`src/rtl/tdm_pkg.sv`:
```
// Shared constants for the TDM serializer: default geometry and FSM state encodings.
package tdm_pkg;

  localparam int WIDTH_DEF     = 24;
  localparam int CHANNELS_DEF  = 8;
  localparam int SLOT_BITS_DEF = 32;

  localparam logic [1:0] ST_IDLE      = 2'd0;
  localparam logic [1:0] ST_SHIFT_OWN = 2'd1;
  localparam logic [1:0] ST_PASS      = 2'd2;

endpackage

```
`src/rtl/tdm_serializer_if.sv`:
```
// Sample/frame/serial bundle between a TDM serializer stage and its surroundings.
interface tdm_serializer_if
  import tdm_pkg::*;
#(
  parameter int WIDTH    = WIDTH_DEF,
  parameter int CHANNELS = CHANNELS_DEF
);
  logic                      lr_clk;
  logic                      chain_in;
  logic [CHANNELS*WIDTH-1:0] sample_data;
  logic                      sample_valid;
  logic                      out;
  logic                      frame_start;
  logic                      underrun;

  modport master (
    output lr_clk, chain_in, sample_data, sample_valid,
    input  out, frame_start, underrun
  );

  modport slave (
    input  lr_clk, chain_in, sample_data, sample_valid,
    output out, frame_start, underrun
  );
endinterface

```
`src/rtl/tdm_serializer_frame_edge_detect.sv`:
```
// Rising-edge detector for the frame sync, sampled in the bit-clock domain.
module frame_edge_detect (
  input  logic clk,
  input  logic rst,
  input  logic lr_clk,
  output logic frame_edge
);
  logic prev_lr;

  // Reset to 1 so a sync already high at reset release is not taken as a frame start.
  always_ff @(posedge clk or negedge rst) begin
    if (!rst) prev_lr <= 1'b1;
    else      prev_lr <= lr_clk;
  end

  assign frame_edge = lr_clk & ~prev_lr;
endmodule

```
`src/rtl/tdm_serializer.sv`:
```
// TDM serializer stage: emits CHANNELS slots of own data per frame, then passes chain data.
// Build option SERIALIZER_DAISY_EN forwards chain_in after the own bits; otherwise PASS outputs 0.
module tdm_serializer
  import tdm_pkg::*;
#(
  parameter int WIDTH     = WIDTH_DEF,
  parameter int CHANNELS  = CHANNELS_DEF,
  parameter int SLOT_BITS = SLOT_BITS_DEF
) (
  input logic             clk,
  input logic             rst,
  tdm_serializer_if.slave bus
);
  localparam int TOTAL = CHANNELS * SLOT_BITS;
  localparam int CW    = $clog2(TOTAL + 1);
  localparam logic [CW-1:0] LAST = CW'(TOTAL - 1);
  localparam logic [CW-1:0] DONE = CW'(TOTAL);

  logic                      frame_edge;
  logic [CHANNELS*WIDTH-1:0] hold;
  logic                      fresh;
  logic [TOTAL-1:0]          sr;
  logic [TOTAL-1:0]          load_vec;
  logic [CW-1:0]             cnt;
  logic [1:0]                state;
  logic                      ins_bit;
  logic                      out_q;
  logic                      fs_q;
  logic                      ur_q;

  frame_edge_detect u_edge (
    .clk        (clk),
    .rst        (rst),
    .lr_clk     (bus.lr_clk),
    .frame_edge (frame_edge)
  );

`ifdef SERIALIZER_DAISY_EN
  assign ins_bit = bus.chain_in;
`else
  logic unused_chain;
  assign unused_chain = bus.chain_in;
  assign ins_bit      = 1'b0;
`endif

  // Each channel word sits left-justified in its slot; channel 0 leads the frame.
  always_comb begin
    load_vec = '0;
    if (fresh)
      for (int c = 0; c < CHANNELS; c++)
        load_vec[TOTAL-1-c*SLOT_BITS -: WIDTH] = hold[(CHANNELS-1-c)*WIDTH +: WIDTH];
  end

  // A capture on the edge cycle re-arms fresh for the next frame; the load uses the old hold.
  always_ff @(posedge clk or negedge rst) begin
    if (!rst) begin
      hold  <= '0;
      fresh <= 1'b0;
    end else begin
      if (bus.sample_valid) begin
        hold  <= bus.sample_data;
        fresh <= 1'b1;
      end else if (frame_edge) begin
        fresh <= 1'b0;
      end
    end
  end

  always_ff @(posedge clk or negedge rst) begin
    if (!rst) begin
      sr    <= '0;
      cnt   <= '0;
      state <= ST_IDLE;
      fs_q  <= 1'b0;
      ur_q  <= 1'b0;
    end else if (frame_edge) begin
      sr    <= load_vec;
      cnt   <= '0;
      state <= ST_SHIFT_OWN;
      fs_q  <= 1'b1;
      ur_q  <= ~fresh;
    end else begin
      fs_q <= 1'b0;
      ur_q <= 1'b0;
      sr   <= {sr[TOTAL-2:0], ins_bit};
      case (state)
        ST_SHIFT_OWN: begin
          if (cnt == LAST) begin
            state <= ST_PASS;
            cnt   <= DONE;
          end else begin
            cnt <= cnt + CW'(1);
          end
        end
        ST_PASS: cnt <= DONE;
        default: ;
      endcase
    end
  end

  // Own bits leave from the MSB; in PASS the freshly inserted LSB gives a one-clock chain delay.
  always_ff @(negedge clk or negedge rst) begin
    if (!rst) out_q <= 1'b0;
    else begin
      case (state)
        ST_SHIFT_OWN: out_q <= sr[TOTAL-1];
        ST_PASS:      out_q <= sr[0];
        default:      out_q <= 1'b0;
      endcase
    end
  end

  assign bus.out         = out_q;
  assign bus.frame_start = fs_q;
  assign bus.underrun    = ur_q;
endmodule

```
`src/flat_wrapper.sv`:
```
// flat-port wrapper written by rule: the top's interface ports become plain ports
module tdm_serializer_flat import tdm_pkg::*;
#(
  parameter int WIDTH     = WIDTH_DEF,
  parameter int CHANNELS  = CHANNELS_DEF,
  parameter int SLOT_BITS = SLOT_BITS_DEF
)
  (clk, rst, bus_lr_clk, bus_chain_in, bus_sample_data, bus_sample_valid, bus_out, bus_frame_start, bus_underrun);
  tdm_serializer_if #(.WIDTH(WIDTH), .CHANNELS(CHANNELS)) bus_i ();
  input logic clk;
  input logic rst;
  input wire logic [$bits(bus_i.lr_clk)-1:0] bus_lr_clk;
  input wire logic [$bits(bus_i.chain_in)-1:0] bus_chain_in;
  input wire logic [$bits(bus_i.sample_data)-1:0] bus_sample_data;
  input wire logic [$bits(bus_i.sample_valid)-1:0] bus_sample_valid;
  output wire logic [$bits(bus_i.out)-1:0] bus_out;
  output wire logic [$bits(bus_i.frame_start)-1:0] bus_frame_start;
  output wire logic [$bits(bus_i.underrun)-1:0] bus_underrun;
  assign bus_i.lr_clk = bus_lr_clk;
  assign bus_i.chain_in = bus_chain_in;
  assign bus_i.sample_data = bus_sample_data;
  assign bus_i.sample_valid = bus_sample_valid;
  assign bus_out = bus_i.out;
  assign bus_frame_start = bus_i.frame_start;
  assign bus_underrun = bus_i.underrun;
  tdm_serializer #(.WIDTH(WIDTH), .CHANNELS(CHANNELS), .SLOT_BITS(SLOT_BITS)) u_core (.clk(clk), .rst(rst), .bus(bus_i));
endmodule
```
`config.mk`:
```
export PLATFORM = sky130hd
export DESIGN_NAME = tdm_serializer_flat
export DESIGN_NICKNAME = d
export VERILOG_FILES = /design/src/rtl/tdm_pkg.sv /design/src/rtl/tdm_serializer_if.sv /design/src/rtl/tdm_serializer_frame_edge_detect.sv /design/src/rtl/tdm_serializer.sv /design/src/flat_wrapper.sv
export SDC_FILE = /design/constraint.sdc
export NUM_CORES = 1
export LEC_CHECK = 0
export ABC_AREA = 1
export BUFFER_PORTS_ARGS = -buffer_cell sky130_fd_sc_hd__buf_2
export CELL_PAD_IN_SITES_DETAIL_PLACEMENT = 1
export CELL_PAD_IN_SITES_GLOBAL_PLACEMENT = 2
export CORE_ASPECT_RATIO = 0.8
export CORE_UTILIZATION = 33
export CTS_CLUSTER_SIZE = 28
export DETAILED_ROUTE_END_ITERATION = 8
export MAX_ROUTING_LAYER = met4
export PLACE_DENSITY = 0.75
export SETUP_SLACK_MARGIN = 0.15
export SKIP_LAST_GASP = 1
export SLEW_MARGIN = 20
export SYNTH_ARGS = -nofsm -noshare
export SYNTH_HDL_FRONTEND = slang
export SYNTH_SLANG_ARGS = --single-unit
```
`constraint.sdc`:
```
create_clock -name clk -period 1.9 [get_ports clk]
set_clock_uncertainty 0.2 [all_clocks]
set_input_delay 0.19 -clock clk [delete_from_list [all_inputs] [get_ports clk]]
set_output_delay 0.19 -clock clk [all_outputs]
set_load 0.01 [all_outputs]
```
# Yosys cells after proc, flatten, opt, wreduce, memory -nomap -nowiden
# Cells that the tools add are included.
totals:
  memories: 0
  output_inout_bits: 3
  latchBits: 0
  input_bits: 197
  mem_bits_ro: 0
  word_cells: 41
  register_bits: 464
  ram_bits: 0
op_classes:
  n_reduce_logical: 5
  n_addsub: 1
  n_eq_ne: 3
  n_shift: 0
  bitwise_logic: 3
  n_div: 0
  order_cmp: 0
  mux: 20
  mul: 0
op_table:
  columns: ["cell", "count"]
  rows:
  - ["256-bit two-way mux", 1]
  - ["24-bit two-way mux", 8]
  - ["9-bit two-way mux", 2]
  - ["9-bit case mux with 2 select lines", 1]
  - ["9-bit by 1-bit adder with 9-bit output (second input constant)", 1]
  - ["9-bit by 8-bit == test with 1-bit output (second input constant)", 1]
  - ["2-bit two-way mux", 3]
  - ["2-bit nonzero test", 3]
  - ["1-bit two-way mux", 4]
  - ["3-bit nonzero test", 1]
  - ["2-bit by 1-bit == test with 1-bit output (second input constant)", 1]
  - ["2-bit == test (second input constant)", 1]
  - ["1-bit NOT", 2]
  - ["1-bit case mux with 2 select lines", 1]
  - ["2-bit AND reduction", 1]
  - ["1-bit AND", 1]

# Longest topological paths before layout
depth:
  ltp_word: 4
  depth_mapped: 9
  ltp_nobuf: 9

# By module
# From an unflattened synthesis, not the netlist that was laid out.
unflattened:
  cells_unflattened: 1702
  hier_area_um2: 16879.9
modules_own_cells:
  columns: ["mod", "area_per_inst_um2", "cells_per_inst", "seq_area_each_um2", "n_inst"]
  rows:
  - ["tdm_serializer", 16843.7, 1699, 11385.9, 1]
  - ["frame_edge_detect", 36.3, 3, 26.3, 1]

==> results.ini <==
[route]
first_pass_iters=4
wire_per_inst_um=15.0
viasPerCell=4.40
drtIter0Drc=475
drcViolationCount=0
ant_nets=0
wl_um=43000
vias=12577

[die]
die-area_um2=53100
coreArea_um2=51300
rows=74
die_h_um=206
io_pins=200
die-width_um=257
start_util_pct=33.6

[outcome]
failed_checks=setup timing
status=finished with violations

[cts]
htreeDepth=2
clockBufferDepth=3
clock_latency_ns=0.57
cts_tree=built
path_clk_slew_ns=0.06
numCtsBuffers=49
root_buffer=clkbuf_16
numClockSinks=456

[yosys]
syn_nets=1896
synth_top_flop_cell=dfrtp_1
avgSynthCellArea_um2=10.2
synthAdderAreaFrac_pct=0.291
synthDominantAreaCellType=dfrtp_1
synth_xor_area_share_pct=0
synth_area_um2=17200
synth_most_common_cell=dfrtp_1
yosysSeqAreaShare_pct=66.3
synth_top_family_by_area=compound AO/OA/AOI/OAI gates
ys_top_cells_by_count=dfrtp_1 (454), nand2_1 (406), inv_1 (262)
ys_ff_latch=456
yosys.area.top_type_share_pct=66.0
synthSimpleGateAreaFrac_pct=10.7
yosys_warnings=0
synth.distinct_cells=24
synthCells=1695
synth.area.top_cells=dfrtp_1 (66%), nand2_1 (8.9%), o21ai_0 (6.0%)
synth-compound-area-share_pct=13.4
synth-edff-count=0
synth.mux.area_fraction_pct=0
synthArstFlopShare_pct=100

[pwr]
p_leak_nw=11.4
p_per_area_nw_per_um2=1010
intPower_mw=17.8
p_comb_share_pct=11.1
power_mw=23.4
p_sw_mw=5.62
power_frac_clock_pct=41.8
ir_worst_vdd_mv=0.679
swShare_pct=24.0
sequentialPowerShare_pct=47.1

[sta]
hold_violations=0
slew_headroom_pct=49.7
setup_viol=2
rsz0062_at_grt=yes
tightest_slew_ns=0.752
fin_ws_ns=-0.539
report.final.slew_viol_count=0

[place]
place_inst=2525
gp_congestion=0.734
numPortBuffers=198
dp_hpwl_um=23300

[worst_setup_path]
required_ns=1.51
cp_slowest_stage_delay_ns=0.41
critical_path_arrival_ns=2.05
critPathTopFamily=flip-flops
reg2reg_slack_ns=-0.07
criticalPathCategory=flop to primary output
path_cells=buf_2
cp_max_fo=1
setup.worst_path.end_class=primary output
cp_slowest_cell=dfrtn_1
cp-start-kind=flop
cp_num_buf_inv=1

[run]
max_cap_viol_count=0

[global_route]
gr-total-overflow=0
grt_pass1_wl_um=70100
antenna_found_initial=1
first_global_vias=13868
grt_max_degree=111
track_usage_pct=16.8

[final_layout]
fin_nets=2339
n_fill_cell=5735
stdcell_count=2859
drive_above_1_share_pct=21.0
area_delta_synth_final_pct=35.4
multi_input_area_um2=4350
seq_area_um2=11400

[min_path]
holdCritPathClass=primary input to flop

cells by family after synthesis:
family | Yosys count
AND/OR/NAND/NOR | 486
flip-flops | 456
AO/OA/AOI/OAI | 393
buffers and inverters | 356
adder cells (fa/ha/maj) | 4
cells in the final DEF (no fill, tap or decap), types with 4 or more instances in the layout:
master and n:
o21ai_2 92, nand3_1 5, nand2_1 397, dfrtp_1 454
dlygate4sd3_1 225, clkbuf_8 13, clkbuf_1 10, nor2_1 64
buf_4 34, buf_2 197, clkbuf_16 54, buf_12 15
buf_6 4, bufinv_16 4, inv_1 260, clkinv_2 6
o21ai_0 203, nand2_2 6, o21ai_1 92
cell type report:
| type | count | share of cell area [%] |
|---|---|---|
| Sequential cell | 456 | 49.0 |
| Multi-Input combinational cell | 883 | 18.6 |
| Timing Repair Buffer | 484 | 17.3 |
| Clock buffer | 74 | 6.40 |
| Inverter | 264 | 4.26 |
| Tap cell | 684 | 3.67 |
| Clock inverter | 13 | 0.757 |
| Antenna cell | 1 | 0.0107 |
sequential cells by signal, summed over array words and instances, names as in the netlist:
signal,flops
u_core.sr,248
u_core.hold,192
u_core.bus.frame_start,1
u_core.cnt,9
u_core.state,2
u_core.u_edge.prev_lr,1
u_core.bus.underrun,1
u_core.bus.out,1
u_core.fresh,1
power by group through the flow:
| stage | logic [mW] | registers [mW] | clock network [mW] |
|---|---|---|---|
| after global placement | 2.08 | 11.2 | 0 |
| after floorplan | 1.33 | 11.1 | 0 |
| after CTS | 2.56 | 11.0 | 10.1 |
| after global routing | 2.99 | 11.1 | 10.5 |
| final | 2.61 | 11.0 | 9.79 |
| after detailed placement | 2.17 | 11.2 | 0 |
per-layer routing:
layer	up-vias	GRT usage, %	share of wire, %
li1	6090	-	-
met1	6267	21.2	46
met2	153	28.2	50
met3	67	2.72	2.8
met4	0	4.46	1.8
met5	-	-	0
worst reg2reg max path: cells and delay by family, from the launching register on:
family                     cells  cell delay, ns
adders and majority gates      1            0.18
DFF                            1            0.35
buffers and inverters          2            0.09
and+or+nand+nor                1            0.05
stage by stage:
stage	instance area (um2)	setup WS, ns	hold WS [ns]	util, %	setup TNS, ns
CTS	23000	-0.589	0.0188	44.8	-1.35
detailed placement	19000	-0.0514	-0.157	37.1	-0.0637
global route	23300	-0.587	0.0665	45.4	-0.723
global placement	19000	-0.0493	-0.157	37.1	-0.0493
floorplan	17200	-0.0135	-0.306	-	-0.0135
finish	23300	-0.539	0.0570	45.4	-0.605
timing repair:
| item | 4_1_cts | 5_1_grt |
|---|---|---|
| buffers inserted | 2 | 14 |
| hold endpoints to repair | 661 | 0 |
| pin swaps | 3 | 19 |
| resized for setup | 8 | 37 |
| hold buffers | 226 | 0 |
| cloned | 0 | 4 |
| endpoints found under the setup margin | 13 | 52 |
final timing paths:
path                               endpoint  depth (start not counted)             start
min in group asynchronous    u_core.sr[170]                          3               rst
max in group asynchronous   u_core.hold[90]                          3               rst
min                        u_core.hold[106]                          4  bus_sample_valid
min reg2reg                  u_core.sr[148]                          2    u_core.sr[147]
max                                 bus_out                          1    u_core.bus.out
max reg2reg                  u_core.bus.out                          4   u_core.state[1]
(Power assumes the default switching activity.)
